**src/rtl/bp_sched_8051.sv**
```systemverilog
// Arbitrates the single-ported 2-bit branch history table between fetch lookups and execute resolutions.
// Tracks in-flight predictions in order and pulses flush on a mispredict.
module bp_sched_8051 #(
  parameter int DEPTH = 4,
  parameter int IDX_W = 8
) (
  input  logic                     clk,
  input  logic                     rst,
  input  logic                     pred_req,
  input  logic [15:0]              pred_pc,
  output logic                     pred_valid,
  output logic                     pred_taken,
  input  logic                     res_valid,
  input  logic                     res_taken,
  output logic                     res_ready,
  output logic                     flush,
  output logic                     bht_rd_en,
  output logic [IDX_W-1:0]         bht_idx,
  input  logic [1:0]               bht_rd_data,
  output logic                     bht_wr_en,
  output logic [1:0]               bht_wr_data,
  output logic [$clog2(DEPTH):0]   inflight,
  output logic [15:0]              stat_branches,
  output logic [15:0]              stat_mispred
);

  localparam int PTR_W = $clog2(DEPTH);
  localparam int CNT_W = PTR_W + 1;
  localparam logic [CNT_W-1:0] FULL = CNT_W'(DEPTH);

  typedef enum logic [1:0] {IDLE, PRED_WAIT, UPD_CALC, UPD_WR} state_t;

  state_t             state_q, state_d;
  logic [IDX_W-1:0]   fifo_idx_q [DEPTH];
  logic               fifo_tkn_q [DEPTH];
  logic [PTR_W-1:0]   rd_ptr_q, wr_ptr_q;
  logic [CNT_W-1:0]   cnt_q;
  logic [IDX_W-1:0]   pred_idx_q, upd_idx_q;
  logic               res_tkn_q;
  logic [1:0]         upd_cnt_q, upd_cnt_d;
  logic               pred_valid_q, pred_taken_q, flush_q;
  logic [15:0]        stat_br_q, stat_mis_q;

  logic               res_grant, pred_grant, mispred;
  logic [IDX_W-1:0]   head_idx;

  assign head_idx   = fifo_idx_q[rd_ptr_q];
  assign mispred    = fifo_tkn_q[rd_ptr_q] != res_taken;
  assign res_grant  = (state_q == IDLE) && res_valid && (cnt_q != '0);
  assign pred_grant = (state_q == IDLE) && pred_req && !res_grant && (cnt_q < FULL);

  always_comb begin
    state_d   = state_q;
    bht_rd_en = 1'b0;
    bht_idx   = '0;
    case (state_q)
      IDLE: begin
        if (res_grant) begin
          bht_rd_en = 1'b1;
          bht_idx   = head_idx;
          state_d   = UPD_CALC;
        end else if (pred_grant) begin
          bht_rd_en = 1'b1;
          bht_idx   = pred_pc[IDX_W+1:2];
          state_d   = PRED_WAIT;
        end
      end
      PRED_WAIT: state_d = IDLE;
      UPD_CALC:  state_d = UPD_WR;
      UPD_WR: begin
        bht_idx = upd_idx_q;
        state_d = IDLE;
      end
      default: state_d = IDLE;
    endcase
  end

  // Saturating 2-bit counter step toward the resolved direction.
  always_comb begin
    upd_cnt_d = bht_rd_data;
    if (res_tkn_q && bht_rd_data != 2'b11)
      upd_cnt_d = bht_rd_data + 2'd1;
    else if (!res_tkn_q && bht_rd_data != 2'b00)
      upd_cnt_d = bht_rd_data - 2'd1;
  end

  always_ff @(posedge clk or posedge rst) begin
    if (rst) begin
      state_q      <= IDLE;
      rd_ptr_q     <= '0;
      wr_ptr_q     <= '0;
      cnt_q        <= '0;
      pred_idx_q   <= '0;
      upd_idx_q    <= '0;
      res_tkn_q    <= 1'b0;
      upd_cnt_q    <= 2'b00;
      pred_valid_q <= 1'b0;
      pred_taken_q <= 1'b0;
      flush_q      <= 1'b0;
      stat_br_q    <= '0;
      stat_mis_q   <= '0;
    end else begin
      state_q      <= state_d;
      pred_valid_q <= 1'b0;
      flush_q      <= 1'b0;
      if (res_grant) begin
        upd_idx_q <= head_idx;
        res_tkn_q <= res_taken;
        stat_br_q <= stat_br_q + 16'd1;
        // A mispredict discards every younger prediction along with the head.
        if (mispred) begin
          flush_q    <= 1'b1;
          stat_mis_q <= stat_mis_q + 16'd1;
          cnt_q      <= '0;
          rd_ptr_q   <= wr_ptr_q;
        end else begin
          cnt_q    <= cnt_q - 1'b1;
          rd_ptr_q <= rd_ptr_q + 1'b1;
        end
      end
      if (pred_grant)
        pred_idx_q <= pred_pc[IDX_W+1:2];
      if (state_q == PRED_WAIT) begin
        pred_valid_q <= 1'b1;
        pred_taken_q <= bht_rd_data[1];
        wr_ptr_q     <= wr_ptr_q + 1'b1;
        cnt_q        <= cnt_q + 1'b1;
      end
      if (state_q == UPD_CALC)
        upd_cnt_q <= upd_cnt_d;
    end
  end

  always_ff @(posedge clk) begin
    if (state_q == PRED_WAIT) begin
      fifo_idx_q[wr_ptr_q] <= pred_idx_q;
      fifo_tkn_q[wr_ptr_q] <= bht_rd_data[1];
    end
  end

  assign res_ready     = res_grant;
  assign pred_valid    = pred_valid_q;
  assign pred_taken    = pred_taken_q;
  assign flush         = flush_q;
  assign bht_wr_en     = (state_q == UPD_WR);
  assign bht_wr_data   = upd_cnt_q;
  assign inflight      = cnt_q;
  assign stat_branches = stat_br_q;
  assign stat_mispred  = stat_mis_q;

endmodule
```
**config.mk**
```make
export PLATFORM = sky130hd
export DESIGN_NAME = bp_sched_8051
export DESIGN_NICKNAME = d
export VERILOG_FILES = /design/src/rtl/bp_sched_8051.sv
export SDC_FILE = /design/constraint.sdc
export NUM_CORES = 1
export LEC_CHECK = 0
export ABC_AREA = 1
export CORE_ASPECT_RATIO = 2
export CORE_MARGIN = 10
export CORE_UTILIZATION = 50
export DETAILED_ROUTE_END_ITERATION = 8
export PLACE_DENSITY_LB_ADDON = 0.15
export SLEW_MARGIN = 20
export SYNTH_ARGS = -nofsm -noshare
export SYNTH_HDL_FRONTEND = slang
export SYNTH_SLANG_ARGS = --single-unit
```
**constraint.sdc**
```tcl
create_clock -name clk -period 2.1 [get_ports clk]
set_input_delay 0.21 -clock clk [delete_from_list [all_inputs] [get_ports clk]]
set_output_delay 0.21 -clock clk [all_outputs]
set_load 0.02 [all_outputs]
```
# Yosys cells after proc, flatten, opt, wreduce, memory -nomap -nowiden
# Memories as Yosys holds them, arrays and structs flattened.
# Cells that the tools add are included.
# Widths: inputs -> output; s select.
# totals
mem_count,2
inputBits,23
ram_bits,36
elab_cells,64
reg_bits,63
# op_classes
order_cmp,1
n_mux,19
n_addsub,8
reduce_logical,15
n_eq_ne,6
# mem_list
name,words,width,read_ports,rd_ports_with_merged_regs,write_ports,line_no,rtl
fifo_idx_q,4,8,1,0,1,34,logic [IDX_W-1:0] fifo_idx_q [DEPTH];
fifo_tkn_q,4,1,1,0,1,35,logic fifo_tkn_q [DEPTH];
# ops
cell,n
$add 16x1->16 const B,2
$mux 8,2
$pmux 8 s2,1
$mux 2,5
$mux 3,3
$logic_and 1x1->1,7
$mux 1,7
$add 2x1->2 const B,3
$pmux 2 s3,1
$eq 2x2->1 const B,2
$reduce_bool 2->1,2
$add 3x1->3 const B,1
$lt 3x3->1 const B,1
$ne 3x3->1 const B,1
$reduce_bool 3->1,1
$sub 3x1->3 const B,1
$eq 2x1->1 const B,1
$logic_not 1->1,2
$logic_not 2->1,1
$ne 2x2->1 const B,1
$reduce_and 2->1,1
$reduce_or 2->1,1
$sub 2x1->2 const B,1
$ne 1x1->1,1

# Logic depth before layout (Yosys ltp)
# logic_depth
ltp_word,9
mapped_depth,11
ltp_nobuf,11

# Worst setup path before layout
# No wires, ideal clock.
# synth_timing
kind,reg2out
startpoint,"register cnt_q[0], in the netlist inflight[0]"
endpoint,output bht_idx[7]
setup_slack_ns,0.324
arrival_time_ns,1.566
path_stages_with_launch,11
path_buffers,0
path_cell_list,dfrtp_1 inv_1 ha_1 nand2_1 nand2_2 inv_2 nor2_2 nand2_1 nand3_1 nand2_1 inv_1
# synth_between
elab_chain_cells,8
elab_cells_between_ends,9
cone_classes,1 x order compare; 3 x mux; 5 x reduce/logical
# synth_rtl
item,line_no,rtl
from (decl),37,logic [CNT_W-1:0] cnt_q;
from (signal assigned),117,cnt_q <= cnt_q - 1'b1;
from (signal assigned),127,cnt_q <= cnt_q + 1'b1;
"parallel branches: the longest is 6 deep, another holds $lt 3x3->1",--,
$mux 8 *,58,if (res_grant) begin
$pmux 8 s2 *,56,case (state_q)
to (decl),18,"output logic [IDX_W-1:0] bht_idx,"
# Every way passes the cells marked *.

# Worst setup path in the final report
# layout_timing
startpoint,"register cnt_q[0], in the netlist inflight[0]"
endpoint,output bht_rd_en
# layout_between
elab_chain_cells,8
elab_cells_between_ends,9
cone_classes,1 x order compare; 3 x mux; 5 x reduce/logical
# layout_rtl
item,line_no,rtl
"parallel branches: the longest is 6 deep, another holds $lt 3x3->1",--,
$mux 1 *,58,
$mux 1 *,56,
to (decl),17,"output logic bht_rd_en,"
# Marks and branches as above.

==> summary.txt <==
Synth
  – Flops & latches, synth: between 90 and 100
  – Most frequent cell after synthesis: nand2_1
  – EDFF count, synth: 36
  – Top cells by area, synth: dfrtp_1 (33%), edfxtp_1 (23%), nand2_1 (17%), nand3_1 (5.5%), ha_1 (4.2%)
  – Avg Cell Area, Syn: 8.791 um^2
  – Post-Syn Nets: 584
  – Predominant post-synthesis flop cell: dfrtp_1
  – Yosys top cell area share: 32.91%
  – Syn Inst Count: 545
  – Area leader, netlist: dfrtp_1
  – Yosys warning count: 0
  – Yosys cell types: 27
  – Async set-or-reset flop fraction in the synthesized netlist: 63.64%
  – Synth Cell Area: between 0.004 and 0.005 mm^2
  – Sequential-to-total area share from yosys stat: ~55%
  – Most frequent cells after synthesis: nand2_1 (211), dfrtp_1 (63), nand3_1 (53)

Floorplanning
  – DIE WIDTH: around 89 um
  – Initial core utilization: 51.05%
  – Num rows: 50
  – Die area: 0.01413 mm^2
  – Core area: 0.009384 mm^2
  – DIE HEIGHT: 158.4 um
  – Top-Level Pins: between 70 and 80

Setup path
  – Worst-path maximum fanout: 25
  – Internal reg-to-reg setup slack: roughly 260 ps
  – CP max stage cell: dfrtp_1
  – Critical path capture point type: output port
  – Most frequent CP cell: nand2_1
  – CP Launch Type: flip-flop
  – Critical Path AT: 1840 ps
  – Worst Path Required: roughly 1900 ps
  – Crit path kind: reg -> out
  – Slowest stage delay, CP: 380 ps
  – Critical path cell sequence: inv_1, ha_1, nand2_1, nand2_2, buf_4, nand2_1, dlygate4sd2_1

Clock network
  – Clock transition at path regs: 60 ps
  – Clock Sinks: 99
  – CTS Buffer Depth: 2
  – Worst-Skew Late Latency: 350 ps
  – H-tree levels: 3
  – Root buffer cell: clkbuf_16
  – CTS Buf Count: 9
  – Hold-fix buffers, CTS: 0
  – TritonCTS clock tree: done

GRT
  – M3 GR Usage: 3.838%
  – Total track usage: about 17%
  – Largest net degree at the start of global routing: 35
  – First-pass GRT wire length: 18730 um
  – Vias in the first global route: about 4000
  – Met1 Use GR: 17.20%
  – Busiest grt layer: met2
  – Initial antenna violation count: 0
  – GR Util met2: 31.55%
  – Total gr overflow: 0

Power and ir drop
  – Cell-internal power: 4.931 mW
  – Combinational power share: 41.9%
  – Sw Share: 38.34%
  – NetSw: 3.066 mW
  – Worst vdd ir: 0.8482 mV
  – Seq pwr share: a little under two fifths
  – Clock power frac: 20.4%
  – PwrDens: 1293 mW/mm^2
  – Leak: between 2 and 3 nW

Drt
  – DRT iter0 DRCs: 241
  – Detailed Route WL: 11210 um
  – DRC Markers: 0
  – Vias per cell: 5.124
  – Wirelength per Cell: approximately 15 um
  – Antenna-violating nets left: 0
  – Initial DRT Pass Iterations: 7
  – DR vias: 3848

Timing
  – Fin crit share: 97.61%
  – Number of hold violations in the final report: 0
  – Worst hold margin: 153.6 ps
  – Max-slew violations: 0
  – Slew headroom: 71.34%
  – Worst clock skew: 9.159 ps
  – Max Clock Freq: roughly 0.49 GHz
  – Endpoints failing setup: 0
  – RSZ-0062 raised after global routing: true
  – Crit path time final: 2050 ps
  – Worst slew pin tran: 429.4 ps

Placed design
  – Dpl hpwl: about 8400 um
  – Routability cong.: 0.8337
  – Port Buffers: between 60 and 70

Outcome
  – Status: completed

Final layout
  – Share of layout cells above drive strength 1: 14.53%
  – N_diodes: 0
  – Final core occ: 65.93%
  – Final Net Count: 681
  – P&R area growth vs syn: 29.15%

Job
  – Max-cap violations: 0

Worst hold path
  – Min-delay worst type: in -> async
critical path: cells and delay by family (launching register included):
family | cells | cell delay, ps
buffers and inverters | 3 | 700
DFF | 1 | 380
and+or+nand+nor | 3 | 250
adders and majority gates | 1 | 160
metal layers:
metal,vias to the layer above,wire (um)
li1,1915,-
met1,1837,4178
met2,85,6244
met3,11,619
met4,0,168
met5,-,0
flip-flops by register name, indices dropped and copies added (netlist names):
name,flops
fifo_idx_q,32
stat_branches,16
stat_mispred,16
pred_idx_q,8
upd_idx_q,8
fifo_tkn_q,4
inflight,3
bht_wr_data,2
rd_ptr_q,2
state_q,2
wr_ptr_q,2
flush,1
pred_taken,1
pred_valid,1
res_tkn_q,1
cell families after synthesis:
family | synth area share (%)
adders and majority gates | 4.179
DFF | 55.47
buffers and inverters | 5.563
AOI/OAI and AO/OA | 2.560
and+or+nand+nor | 26.93
xor gates and xnor gates | 5.302
per-stage QoR:
stage | total power [mW] | TNS, ps | cells | setup WS [ps] | cell area [um^2]
3_5_place_dp | 6.323 | -720.1 | 734 | -108.4 | 5798
3_3_place_gp | 6.212 | -736.7 | 734 | -105.5 | 5798
2_1_floorplan | 4.895 | 0 | 545 | 320.3 | 4791
4_1_cts | 7.955 | -72.29 | 750 | -72.29 | 6082
6_report | 7.997 | 0 | 751 | 50.19 | 6187
5_1_grt | 8.596 | -87.71 | 751 | -51.40 | 6187
power by group through the flow:
| stage | registers [mW] | clock network [mW] | logic (mW) |
|---|---|---|---|
| after floorplan | 3.17 | 0 | 1.72 |
| after CTS | 3.01 | 1.67 | 3.27 |
| final | 3.01 | 1.63 | 3.35 |
| after global routing | 3.08 | 1.75 | 3.77 |
| after global placement | 3.01 | 0 | 3.20 |
| after detailed placement | 3.04 | 0 | 3.28 |
layout by cell type, fill, tap and decap left out, drive strengths merged:
| cell type | instances |
|---|---|
| nand4 | 3 |
| inv | 54 |
| dfrtp | 63 |
| nand2 | 215 |
| clkinv | 3 |
| o21ai | 17 |
| clkdlybuf4s15 | 1 |
| clkbuf | 10 |
| clkdlybuf4s50 | 55 |
| buf | 42 |
| a21oi | 2 |
| a31oi | 1 |
| nand3 | 56 |
| bufinv | 1 |
| xor2 | 15 |
| xnor2 | 14 |
| o22ai | 1 |
| nand3b | 1 |
| o21bai | 1 |
| dlygate4sd2 | 1 |
| edfxtp | 36 |
| nor2 | 35 |
| ha | 16 |
| nor3 | 3 |
| o211ai | 1 |
final timing paths:
path / cells after the start / to / from
min reg2reg: 2 / upd_idx_q[0] / upd_idx_q[0]
min in group clk: 3 / pred_idx_q[1] / pred_pc[3]
min: 2 / stat_mispred[5] / rst
max: 7 / bht_rd_en / inflight[0]
max reg2reg: 12 / stat_branches[13] / state_q[0]
max in group asynchronous: 3 / stat_mispred[2] / rst
timing repair:
item / in CTS / in global routing
pin swaps: 0 / 0
setup buffers: 0 / 1
cloned: 0 / 0
resized for setup: 44 / 29
setup endpoints to repair: 10 / 11
final cells by class:
type	instances	area, um^2
Clock buffer	10	229.0
Clock inverter	6	65.06
Fill cell	766	3197
Inverter	52	197.7
Multi-Input combinational cell	381	1962
Sequential cell	99	2658
Tap cell	104	130.1
Timing Repair Buffer	99	945.9
(Power assumes the default switching activity.)
